`src/rtl/div_pkg.sv`:
```
// Shared types and default widths for the sequential restoring divider.
package div_pkg;

    localparam int DW_DEF = 16;
    localparam int VW_DEF = 8;
    localparam int CW_DEF = 5;
    localparam int TW_DEF = VW_DEF + 1;

    typedef enum logic [1:0] {
        IDLE = 2'd0,
        RUN  = 2'd1,
        DONE = 2'd2
    } state_t;

endpackage

```
`src/rtl/div_sub_stage.sv`:
```
// Combinational trial subtract: (VW+1)-bit partial remainder minus zero-extended divisor.
module div_sub_stage #(
    parameter int VW = 8
) (
    input  logic [VW:0]   a_i,
    input  logic [VW-1:0] d_i,
    output logic [VW:0]   diff_o,
    output logic          borrow_o
);

    // One extra bit on top catches the borrow out of the (VW+1)-bit subtract.
    assign {borrow_o, diff_o} = {1'b0, a_i} - {2'b00, d_i};

endmodule

```
`src/rtl/seq_restoring_divider.sv`:
```
// Sequential DW/VW unsigned restoring divider, one quotient bit per cycle.
// Optional build macro DIV_ZERO_DETECT_EN: divisor==0 short-circuits to DONE and raises div_zero.
module seq_restoring_divider
    import div_pkg::*;
#(
    parameter int DW = DW_DEF,
    parameter int VW = VW_DEF,
    parameter int CW = CW_DEF
) (
    input  logic          clk,
    input  logic          rst,
    input  logic          start,
    input  logic [DW-1:0] dividend,
    input  logic [VW-1:0] divisor,
    output logic          busy,
    output logic          done,
    output logic [DW-1:0] quotient,
    output logic [VW-1:0] remainder,
    output logic          div_zero
);

    state_t        state_q, state_d;
    logic [DW-1:0] q_q, q_d;
    logic [VW:0]   r_q, r_d;
    logic [VW-1:0] d_q, d_d;
    logic [CW-1:0] cnt_q, cnt_d;
    logic [DW-1:0] quot_q, quot_d;
    logic [VW-1:0] rem_q, rem_d;
    logic          done_q, done_d;
`ifdef DIV_ZERO_DETECT_EN
    logic          dz_q, dz_d;
`endif

    logic [VW:0]   trial;
    logic [VW:0]   diff;
    logic          borrow;

    assign trial = {r_q[VW-1:0], q_q[DW-1]};

    div_sub_stage #(.VW(VW)) u_sub (
        .a_i      (trial),
        .d_i      (d_q),
        .diff_o   (diff),
        .borrow_o (borrow)
    );

    always_comb begin
        state_d = state_q;
        q_d     = q_q;
        r_d     = r_q;
        d_d     = d_q;
        cnt_d   = cnt_q;
        quot_d  = quot_q;
        rem_d   = rem_q;
        done_d  = 1'b0;
`ifdef DIV_ZERO_DETECT_EN
        dz_d    = dz_q;
`endif
        case (state_q)
            IDLE: begin
                if (start) begin
                    q_d     = dividend;
                    r_d     = '0;
                    d_d     = divisor;
                    cnt_d   = '0;
                    state_d = RUN;
`ifdef DIV_ZERO_DETECT_EN
                    dz_d    = 1'b0;
                    if (divisor == '0) begin
                        state_d = DONE;
                        done_d  = 1'b1;
                        quot_d  = '1;
                        rem_d   = dividend[VW-1:0];
                        dz_d    = 1'b1;
                    end
`endif
                end
            end
            RUN: begin
                // Borrow means the trial went negative: keep the shifted value instead.
                r_d   = borrow ? trial : diff;
                q_d   = {q_q[DW-2:0], ~borrow};
                cnt_d = cnt_q + CW'(1);
                if (cnt_q == CW'(DW - 1)) begin
                    state_d = DONE;
                    done_d  = 1'b1;
                    quot_d  = q_d;
                    rem_d   = r_d[VW-1:0];
                end
            end
            DONE:    state_d = IDLE;
            default: state_d = IDLE;
        endcase
    end

    always_ff @(posedge clk) begin
        if (rst) begin
            state_q <= IDLE;
            q_q     <= '0;
            r_q     <= '0;
            d_q     <= '0;
            cnt_q   <= '0;
            quot_q  <= '0;
            rem_q   <= '0;
            done_q  <= 1'b0;
`ifdef DIV_ZERO_DETECT_EN
            dz_q    <= 1'b0;
`endif
        end else begin
            state_q <= state_d;
            q_q     <= q_d;
            r_q     <= r_d;
            d_q     <= d_d;
            cnt_q   <= cnt_d;
            quot_q  <= quot_d;
            rem_q   <= rem_d;
            done_q  <= done_d;
`ifdef DIV_ZERO_DETECT_EN
            dz_q    <= dz_d;
`endif
        end
    end

    assign busy      = (state_q == RUN);
    assign done      = done_q;
    assign quotient  = quot_q;
    assign remainder = rem_q;
`ifdef DIV_ZERO_DETECT_EN
    assign div_zero  = dz_q;
`else
    assign div_zero  = 1'b0;
`endif

endmodule

```
`config.mk`:
```
export PLATFORM = sky130hd
export DESIGN_NAME = seq_restoring_divider
export DESIGN_NICKNAME = d
export VERILOG_FILES = /design/src/rtl/div_pkg.sv /design/src/rtl/div_sub_stage.sv /design/src/rtl/seq_restoring_divider.sv
export SDC_FILE = /design/constraint.sdc
export NUM_CORES = 1
export LEC_CHECK = 0
export ABC_CLOCK_PERIOD_IN_PS = 2100
export CAP_MARGIN = 40
export CORE_ASPECT_RATIO = 1.75
export CORE_UTILIZATION = 47
export DETAILED_ROUTE_END_ITERATION = 6
export GPL_ROUTABILITY_DRIVEN = 0
export PLACE_DENSITY = 0.79
export SLEW_MARGIN = 20
export SYNTH_ARGS = -nofsm -noshare
export SYNTH_HDL_FRONTEND = slang
export SYNTH_SLANG_ARGS = --single-unit
```
`constraint.sdc`:
```
create_clock -name clk -period 2.1 [get_ports clk]
set_clock_uncertainty 0.1 [all_clocks]
set_input_delay 0.42 -clock clk [delete_from_list [all_inputs] [get_ports clk]]
set_output_delay 0.42 -clock clk [all_outputs]
set_load 0.02 [all_outputs]
```
# After elaboration in Yosys (flattened, before gate mapping)
# Index checks and enable logic that the tools add are counted.
# totals
elab_cells	34
out_inout_bits	27
input_bits	27
reg_bits	64
# op_classes
muxes	11
eq_ne	4
reduce_logical	7
addsub	2
n_bitwise	2
# op_table
cell	count
$pmux W16 S2	1
$mux W16	1
$mux W8	2
$pmux W8 S2	1
$pmux W5 S2	1
$sub A9 B8 Y10	1
$reduce_and A2 Y1	4
$add A5 B1 Y5 const B	1
$eq A5 B4 Y1 const B	1
$mux W5	1
$mux W2	2
$pmux W2 S2	1
$eq A2 B1 Y1 const B	1
$logic_not A2 Y1	1
$ne A2 B1 Y1 const B	1
$ne A2 B2 Y1 const B	1
$not A1 Y1	2
$reduce_bool A2 Y1	1
$reduce_or A2 Y1	1
$mux W1	1

# Depth between registers and ports, before layout
# Gate-level depths: netlist of the first run.
# logic_depth
word_depth	3
ltp_mapped	9
depth_no_buf	9

# Cells and area by module
# From an unflattened synthesis of the first run, not the netlist that was laid out.
# unflattened
cells_unflattened	310
hier_area_um2	2879.0
# by_module_without_submodules
module	n_inst	area_each_um2	cells_per_inst	seq_area_each_um2
seq_restoring_divider	1	2491.1	253	1281.2
div_sub_stage	1	387.9	57	0.0

# Worst setup path after synthesis of the first run
# No wires, ideal clock.
# synth_timing
path_kind	register to register
startpoint	register d_q[6]
endpoint	register rem_q[1] (netlist: remainder[1])
arrival_time_ns	1.811
path_slack_ns	0.104
t_required_ns	1.914
period_less_slack_ns	1.996
n_path_buf	2
path_stages_with_launch	10
setup_time_ns	0.086
path_cell_list	dfxtp_1 inv_1 ha_1 buf_2 a21oi_2 o221ai_1 or2_1 buf_6 mux2i_1 a211oi_1
# synth_via
elab_chain_cells	2
# synth_lines
item	line_no	text
start: declaration	seq_restoring_divider.sv:25	logic [VW-1:0] d_q, d_d;
start signal: assignment	seq_restoring_divider.sv:101	d_q <= '0;
start signal: assignment	seq_restoring_divider.sv:113	d_q <= d_d;
$sub A9 B8 Y10	div_sub_stage.sv:12	assign {borrow_o, diff_o} = {1'b0, a_i} - {2'b00, d_i};
$mux W8	seq_restoring_divider.sv:81	r_d = borrow ? trial : diff;
end signal: assignment	seq_restoring_divider.sv:116	rem_q <= rem_d;
end: declaration	seq_restoring_divider.sv:28	logic [VW-1:0] rem_q, rem_d;
# Every way passes these cells.
# A chain may end at the register's enable or synchronous reset.

# Final worst setup path of the first run
# layout_timing
startpoint	register d_q[4]
endpoint	register rem_q[1] (netlist: remainder[1])
# Same word-level chain as after synthesis.

==> results, run 1 <==
- The synthesis-to-layout area growth is 47.0%.
- Setup repair after global routing could not meet its margin everywhere.
- The worst hold path begins at quotient[6].
- The synthesized design contains 0 enable-type register cells.
- IR analysis of the VDD net gives a maximum drop of between 0.0007 and 0.0008 V.
- The flip-flop and latch count after synthesis is 64.
- The final design instance area without fill is between 4000 and 5000 um^2.
- The combined global-route utilization of all metal layers is 26.9%.
- For this block, the initial DRC count from the detailed router was approximately 180.
- The pre-CTS setup slack is -0.227 ns.
- The delay of the slowest cell on the worst path is slightly above 0.4 ns.
- The detailed-route wire length per cell is about 16 um.
- Subtracting the final worst setup slack from the clock period gives ~2.1 ns.
- Power spread over the standard cell area amounts to 917 nW/um^2.
- In the routed layout, each cell is associated on average with a via count of between 5 and 6.
- Clock tree synthesis inserted a total of 9 buffers.
- Summed over all cells, the static leakage comes to around 1.7 nW.
- The highest clock frequency the design can meet is 472 MHz.
- The clock tree from TritonCTS is built.
- The register area is ~1300 um^2.
- The number of buffers on the longest clock path is 2.
- The number of hold buffers added after CTS is 0.
- In the synthesized netlist the async set-or-reset flop fraction comes to 0%.
- The wire length of the first global-routing pass is ~13000 um.
- The total overflow left after global routing is 0.
- After detailed routing, the number of remaining DRC violations is 0.
- The maximum fanout count along the critical path is 3.
- The synthesized net count is 410.
- Walking the worst path, the cells encountered are inv_2, ha_4, nand4_4, a2111oi_4, or2_4, buf_6, mux2i_4, a211oi_1.
- The cell count after synthesis is 372.
- The initial standard-cell utilization of the core is between 40% and 50%.
- The number of primary I/O pins is 54.
- The post-synthesis sequential area ratio is 43.7%.
- Clock-pin slew was measured on the worst setup and hold paths at 0.08 ns.
- After synthesis, the cell types taking the most area are dfxtp_1 (44%), nand2_1 (12%), nor2_1 (5.6%).
- The count of buffers added on input and output ports is 52.
- Data on the critical path is required at its endpoint by ~2.2 ns.
- The share of synthesized area in the top cell type comes to a little over two fifths.
- The fraction of layout instances using a drive strength above 1 is 26.2%.
- The most used flip-flop cell after synthesis is dfxtp_1.
- The checks that failed: negative setup slack.
- The average footprint of a synthesized cell is around 7.9 um^2.
- The combined area of the multi-input logic cells is between 1500 and 2000 um^2.
- The number of different library cells in the post-synthesis netlist is 46.
- The number of nets still failing antenna checks after routing is 0.
- The number of hold-slack violations in the final timing report came to 0.
- dfxtp_1 takes more of the synthesized area than any other cell.
- Summing over every cut layer, the via total after detailed routing is approximately 3000.
- The final worst setup slack is -0.0170 ns.
- By count the netlist is led by nand2_1 (95), dfxtp_1 (64), nor2_1 (44).
- The largest net degree at the start of global routing is 32.
- The number of maximum-capacitance constraint violations is 0.
- Setup violations remaining at the end of the flow were counted as 6.
- The H-tree was split into 3 levels.
- The final number of max-transition violations is 0.
- The placed wire-length estimate after detailed placement is between 5000 and 6000 um.
- Measured along the x axis, the die boundary spans a little over 60 um.
- The tree is rooted in a clkbuf_8.
- The start point of the critical path is d_q[4].
- Among all stages on the critical path, the largest delay is contributed by a2111oi_4.
- The element type at the critical path start is a flip-flop.
- The count of nets after finishing is 495.
- The path class of the tightest hold or removal check is reg2reg.
- The run finished, with violations left.
- At the worst endpoint, the arrival time is 2.25 ns.
- The floorplan step set the die height to ~110 um.
- The post-synthesis instance area is 2930 um^2.
- The repair_antennas step left the layout with diodes totalling 0.
- The count of yosys warnings during synthesis is 0.
- The count of TritonRoute iterations in the first routing pass is 5.
- The number of sinks driven by the clock tree is 64.
- The total cell area at the placement stage is around 3700 um^2.
- Fill cells in the final layout number approximately 440.
- The number of antenna violations at the first check in global routing is 0.
- The startpoint of the most critical register-to-register path is d_q[4].
- The floorplan step defined a die boundary enclosing 6570 um^2.
- Row generation in the floorplan step produced 37 rows.
- After detailed routing, the total wire length is 8650 um.
- The worst setup path is of the reg2reg kind.
- The number of global-route vias before repair is around 2900.
- The clock insertion delay at the later pin of the skew report is around 0.36 ns.
- Among all cell types in the netlist, the one instantiated most often is nand2_1.
- The worst setup path is captured at a flip-flop.
- The post-route fraction of the period consumed by the critical path is 101%.
- The placeable core area is a little under 6000 um^2.
-- report_power, final --
group          internal [mW]  switching (mW)  total (mW)
Combinational          0.720           0.709        1.43
Clock                  0.667           0.506        1.17
Sequential              1.29          0.0659        1.35
Total                   2.67            1.28        3.95
-- state kept, by name (all words and copies together) (netlist names) --
register and flops:
quotient 16, cnt_q 5, state_q 2, q_q 16, done 1, d_q 8, remainder 8, r_q 8
-- cell type report --
type                            count  area share (%)
Clock buffer                        9            2.87
Clock inverter                      7            2.18
Inverter                           14            1.22
Multi-Input combinational cell    267            40.3
Sequential cell                    64            30.1
Tap cell                           78            2.26
Timing Repair Buffer              101            21.1
-- critical path: cells and delay by family, from the launching register on --
family	cells	cell delay [ns]
compound gates	2	0.52
fa+ha+maj	1	0.28
buf+inv	2	0.18
flops	1	0.34
mux	1	0.25
simple gates	2	0.33
-- placed cells by master (no fill, tap or decap), drive strengths merged, types with 9 or more instances in the layout --
| cell | instances |
|---|---|
| a211oi | 9 |
| a21oi | 32 |
| a311oi | 17 |
| buf | 50 |
| clkbuf | 9 |
| clkdlybuf4s50 | 50 |
| dfxtp | 64 |
| ha | 10 |
| inv | 15 |
| nand2 | 95 |
| nor2 | 44 |
| o21ai | 10 |
-- repair_timing --
action	CTS	global route
gates resized for setup	36	37
endpoints found under the setup margin	17	16
pin swaps	5	21
setup buffers	1	9
-- logic make-up (layout without fill, tap and decap cells) --
family	count (synthesis)	count (layout)	synth area share (%)
and+or+nand+nor	168	168	24.4
AOI/OAI and AO/OA	80	80	18.7
adders and majority gates	11	11	4.95
DFF	64	64	43.7
buffers and inverters	41	131	5.85
muxes	4	4	1.37
xor gates and xnor gates	3	3	0.896
other	1	1	0.128
-- metal layers --
layer	track usage (%)	wire (um)	vias to the layer above	share of wire, %
met5	0	0	-	0
met4	15.2	406	0	4.7
met3	7.66	400	38	4.6
met2	45.5	4660	127	54
met1	28.3	3190	1439	37
li1	-	-	1440	-
-- metrics by stage --
stage | setup TNS (ns) | total power [mW] | util [%] | hold WS (ns) | instances
6_report | -0.0551 | 3.95 | 72.7 | 0.359 | 540
5_1_grt | -0.719 | 4.12 | 72.7 | 0.382 | 540
4_1_cts | -0.00146 | 3.67 | 69.6 | 0.358 | 532
3_5_place_dp | -3.73 | 2.30 | 63.1 | 0.347 | 515
3_3_place_gp | -2.11 | 2.27 | 63.1 | 0.344 | 515
2_1_floorplan | 0 | 1.94 | - | 0.336 | 372
-- worst paths after layout --
kind                                      to  slack (ns)  cells past startpoint
worst min register to register   quotient[6]        0.36                      2
worst max-delay path            remainder[1]       -0.02                      8
worst max register to register  remainder[1]       -0.02                      8
worst min-delay path             quotient[6]        0.36                      2
(Power assumes the default switching activity.)
==> inputs of run 2 (changes only) <==
Settings changed: RECOVER_POWER from default to 50, SLEW_MARGIN 20 to default.
==> results, run 2 (same netlist as run 1, synthesis figures left out) <==
- The count of nets after finishing is 495 (unchanged).
- The placed wire-length estimate after detailed placement was 5630 um (unchanged).
- The wire length of the first global-routing pass is 13000 um (unchanged).
- The number of sinks driven by the clock tree came to 64 (unchanged).
- The count of H-tree levels built during CTS is 3 (unchanged).
- The die footprint is 6570 um^2 (unchanged).
- The post-route fraction of the period consumed by the critical path is 101% (about the same).
- The delay of the slowest cell on the worst path is 0.35 ns (-0.06 ns).
- The number of placement rows is 37 (unchanged).
- The kind of cell with the highest combined delay along the critical path is simple AND/OR/NAND/NOR gates.
- The number of buffer cells added on primary ports came to 52 (unchanged).
- The final worst setup slack is -0.0162 ns (+0.000782 ns).
- The horizontal extent of the die is 61.7 um (unchanged).
- The data arrival time of the worst path is 2.28 ns (+0.03 ns).
- In the layout the commonest cells are nand2_1 (94), dfxtp_1 (52), nor2_1 (42).
- The number of clock buffers inserted by TritonCTS came to 9 (unchanged).
- The checks that failed: negative setup slack.
- The number of design-rule violations left by the first detailed-router iteration was 200 (+9.3%).
- The count of TritonRoute iterations in the first routing pass was 4 (-1).
- The initial standard-cell utilization of the core is 49.5% (unchanged).
- The number of fill cells came to 441 (+0.46%).
- The number of endpoints failing setup at the final stage is 6 (unchanged).
- Setup repair after global routing could not meet its margin everywhere.
- The total cell area at the placement stage is 3740 um^2 (unchanged).
- In this run the critical register-to-register path is captured at remainder[1].
- The largest individual stage delay along the critical path comes from the cell dfxtp_2.
- The end point of the most critical hold path is quotient[6].
- The commonest non-fill, non-tap cell in the layout is nand2_1.
- The number of hold-slack violations in the final timing report came to 0 (unchanged).
- The tree is rooted in a clkbuf_8.
- The wire length after detailed routing was 8690 um (+0.42%).
- The clock insertion delay at the later pin of the skew report is 0.36 ns (about the same).
- The final design instance area without fill is 4300 um^2 (-0.26%).
- The clock tree from TritonCTS is built.
- Walking the worst path, the cells encountered are ha_4, nor2_1, a2111oi_4, or2_4, buf_6, mux2i_4, a211oi_1.
- The cell count of the worst hold path is 2 (unchanged).
- The overall power is 3.95 mW (about the same).
- The die height is 106 um (unchanged).
- The worst setup path is captured at a flip-flop.
- The number of maximum-capacitance constraint violations was 0 (unchanged).
- The worst vdd rail ir drop is 0.000767 V (-0.21%).
- The highest clock frequency the design can meet is 473 MHz (about the same).
- The largest net degree at the start of global routing is 32 (unchanged).
- The required time at the endpoint of the critical path is 2.27 ns (+0.04 ns).
- The tightest hold margin is 0.356 ns (-0.00313 ns).
- The startpoint identified for the worst hold timing path is quotient[6].
- The placeable core area is 5930 um^2 (unchanged).
- The power density of the placed cells came to 919 nW/um^2 (+0.21%).
- The number of global-route vias before repair is 2885 (unchanged).
- The total overflow reported by the global router is 0 (unchanged).
- The fraction of layout instances using a drive strength above 1 is 25.5% (-0.65 points).
- The number of hold buffers added after CTS came to 0 (unchanged).
- The worst setup path is launched from a flip-flop.
- The mean number of vias per cell is 5.62 (-0.36%).
- The run finished, with violations left.
- The startpoint of the most critical register-to-register path is r_q[1].
- The maximum fanout count along the critical path was 3 (unchanged).
- The combined global-route utilization of all metal layers is 26.9% (unchanged).
- The worst reg2reg path depth is 7 (-1).
- The number of vias in the routed layout is 3033 (-0.36%).
- The clock transition time at the flip-flop clock pins of the worst setup and hold paths is 0.08 ns (about the same).
- The number of nets still failing antenna checks after routing is 0 (unchanged).
- The final number of max-transition violations was 0 (unchanged).
- The critical path is of the reg2reg type.
- The summed negative setup slack over all endpoints was -0.0486 ns (+0.00654 ns).
- The number of primary I/O pins is 54 (unchanged).
- The path type of the worst min-delay path is reg2reg.
- The leakage component of the power is 1.71 nW (+2.4%).
- The number of buffers and inverters on the critical path is 1 (-1).
- The detailed-route wire length per cell came to 16.1 um (+0.42%).
- The setup slack of the worst register-to-register path came to -0.02 ns (about the same).
- The synthesis-to-layout area growth is 46.6%.
- The detailed-route DRC error count is 0 (unchanged).
- The diode insertion count for antenna repair was 0 (unchanged).
- The number of antenna violations at the first check in global routing is 0 (unchanged).
- The number of buffers on the longest clock path came to 2 (unchanged).
- The minimum period implied by the final worst setup slack came to 2.12 ns (-0.000782 ns).
## run 2: cell types whose count changed in the layout (fill, tap and decap cells not counted)
cell / previous run / this run
buf_4: 44 / 41
clkdlybuf4s50_1: 50 / 35
clkbuf_1: 0 / 3
dlygate4sd3_1: 0 / 15
## run 2: timing repair
item / CTS / global route
gates resized for setup: 36 / 37
pin swaps: 5 / 21
setup endpoints to repair: 17 / 16
gates cloned: 0 / 0
setup buffers: 1 / 9
## run 2: metrics by stage
step	utilization, %	cells	worst slack [ns]
6_report	72.6	540	-0.0162
5_1_grt	72.6	540	-0.110
4_1_cts	69.6	532	-0.00146
3_5_place_dp	63.1	515	-0.227
3_3_place_gp	63.1	515	-0.129
2_1_floorplan	-	372	0.104
## run 2: area by class of cell
type | instances | area [um^2] | area share (%)
clock inverter | 7 | 93.8 | 2.18
inverter | 14 | 52.6 | 1.22
sequential | 64 | 1300 | 30.2
clock buffer | 9 | 124 | 2.88
timing repair buffer | 101 | 898 | 20.9
multi-input combinational | 267 | 1740 | 40.4
tap | 78 | 97.6 | 2.27
## run 2: metal layers
| metal | GRT usage (%) | vias to the layer above | routed length (um) |
|---|---|---|---|
| met5 | 0 | - | 0 |
| met4 | 15.2 | 0 | 456 |
| met3 | 7.66 | 41 | 393 |
| met2 | 45.5 | 107 | 4610 |
| met1 | 28.3 | 1446 | 3230 |
| li1 | - | 1439 | - |
## run 2: where the power goes
part | switching (mW) | internal, mW
clock network | 0.508 | 0.667
logic | 0.707 | 0.717
registers | 0.0672 | 1.29
total | 1.28 | 2.67
## run 2: worst max path at each step
stage	cells past startpoint	start	end	slack (ns)
after floorplan	9	d_q[6]	remainder[1]	0.10
after global placement	7	d_q[6]	r_q[2]	-0.13
after detailed placement	7	d_q[4]	r_q[2]	-0.23
after CTS	9	d_q[6]	r_q[0]	-0.001
after global routing	8	d_q[3]	remainder[4]	-0.11
final	7	r_q[1]	remainder[1]	-0.02
## run 2: tightest hold or removal path, stage by stage (launching register included)
cell	delay [ns]
dfxtp_1	0.31
nand2_1	0.05
a21oi_1	0.05
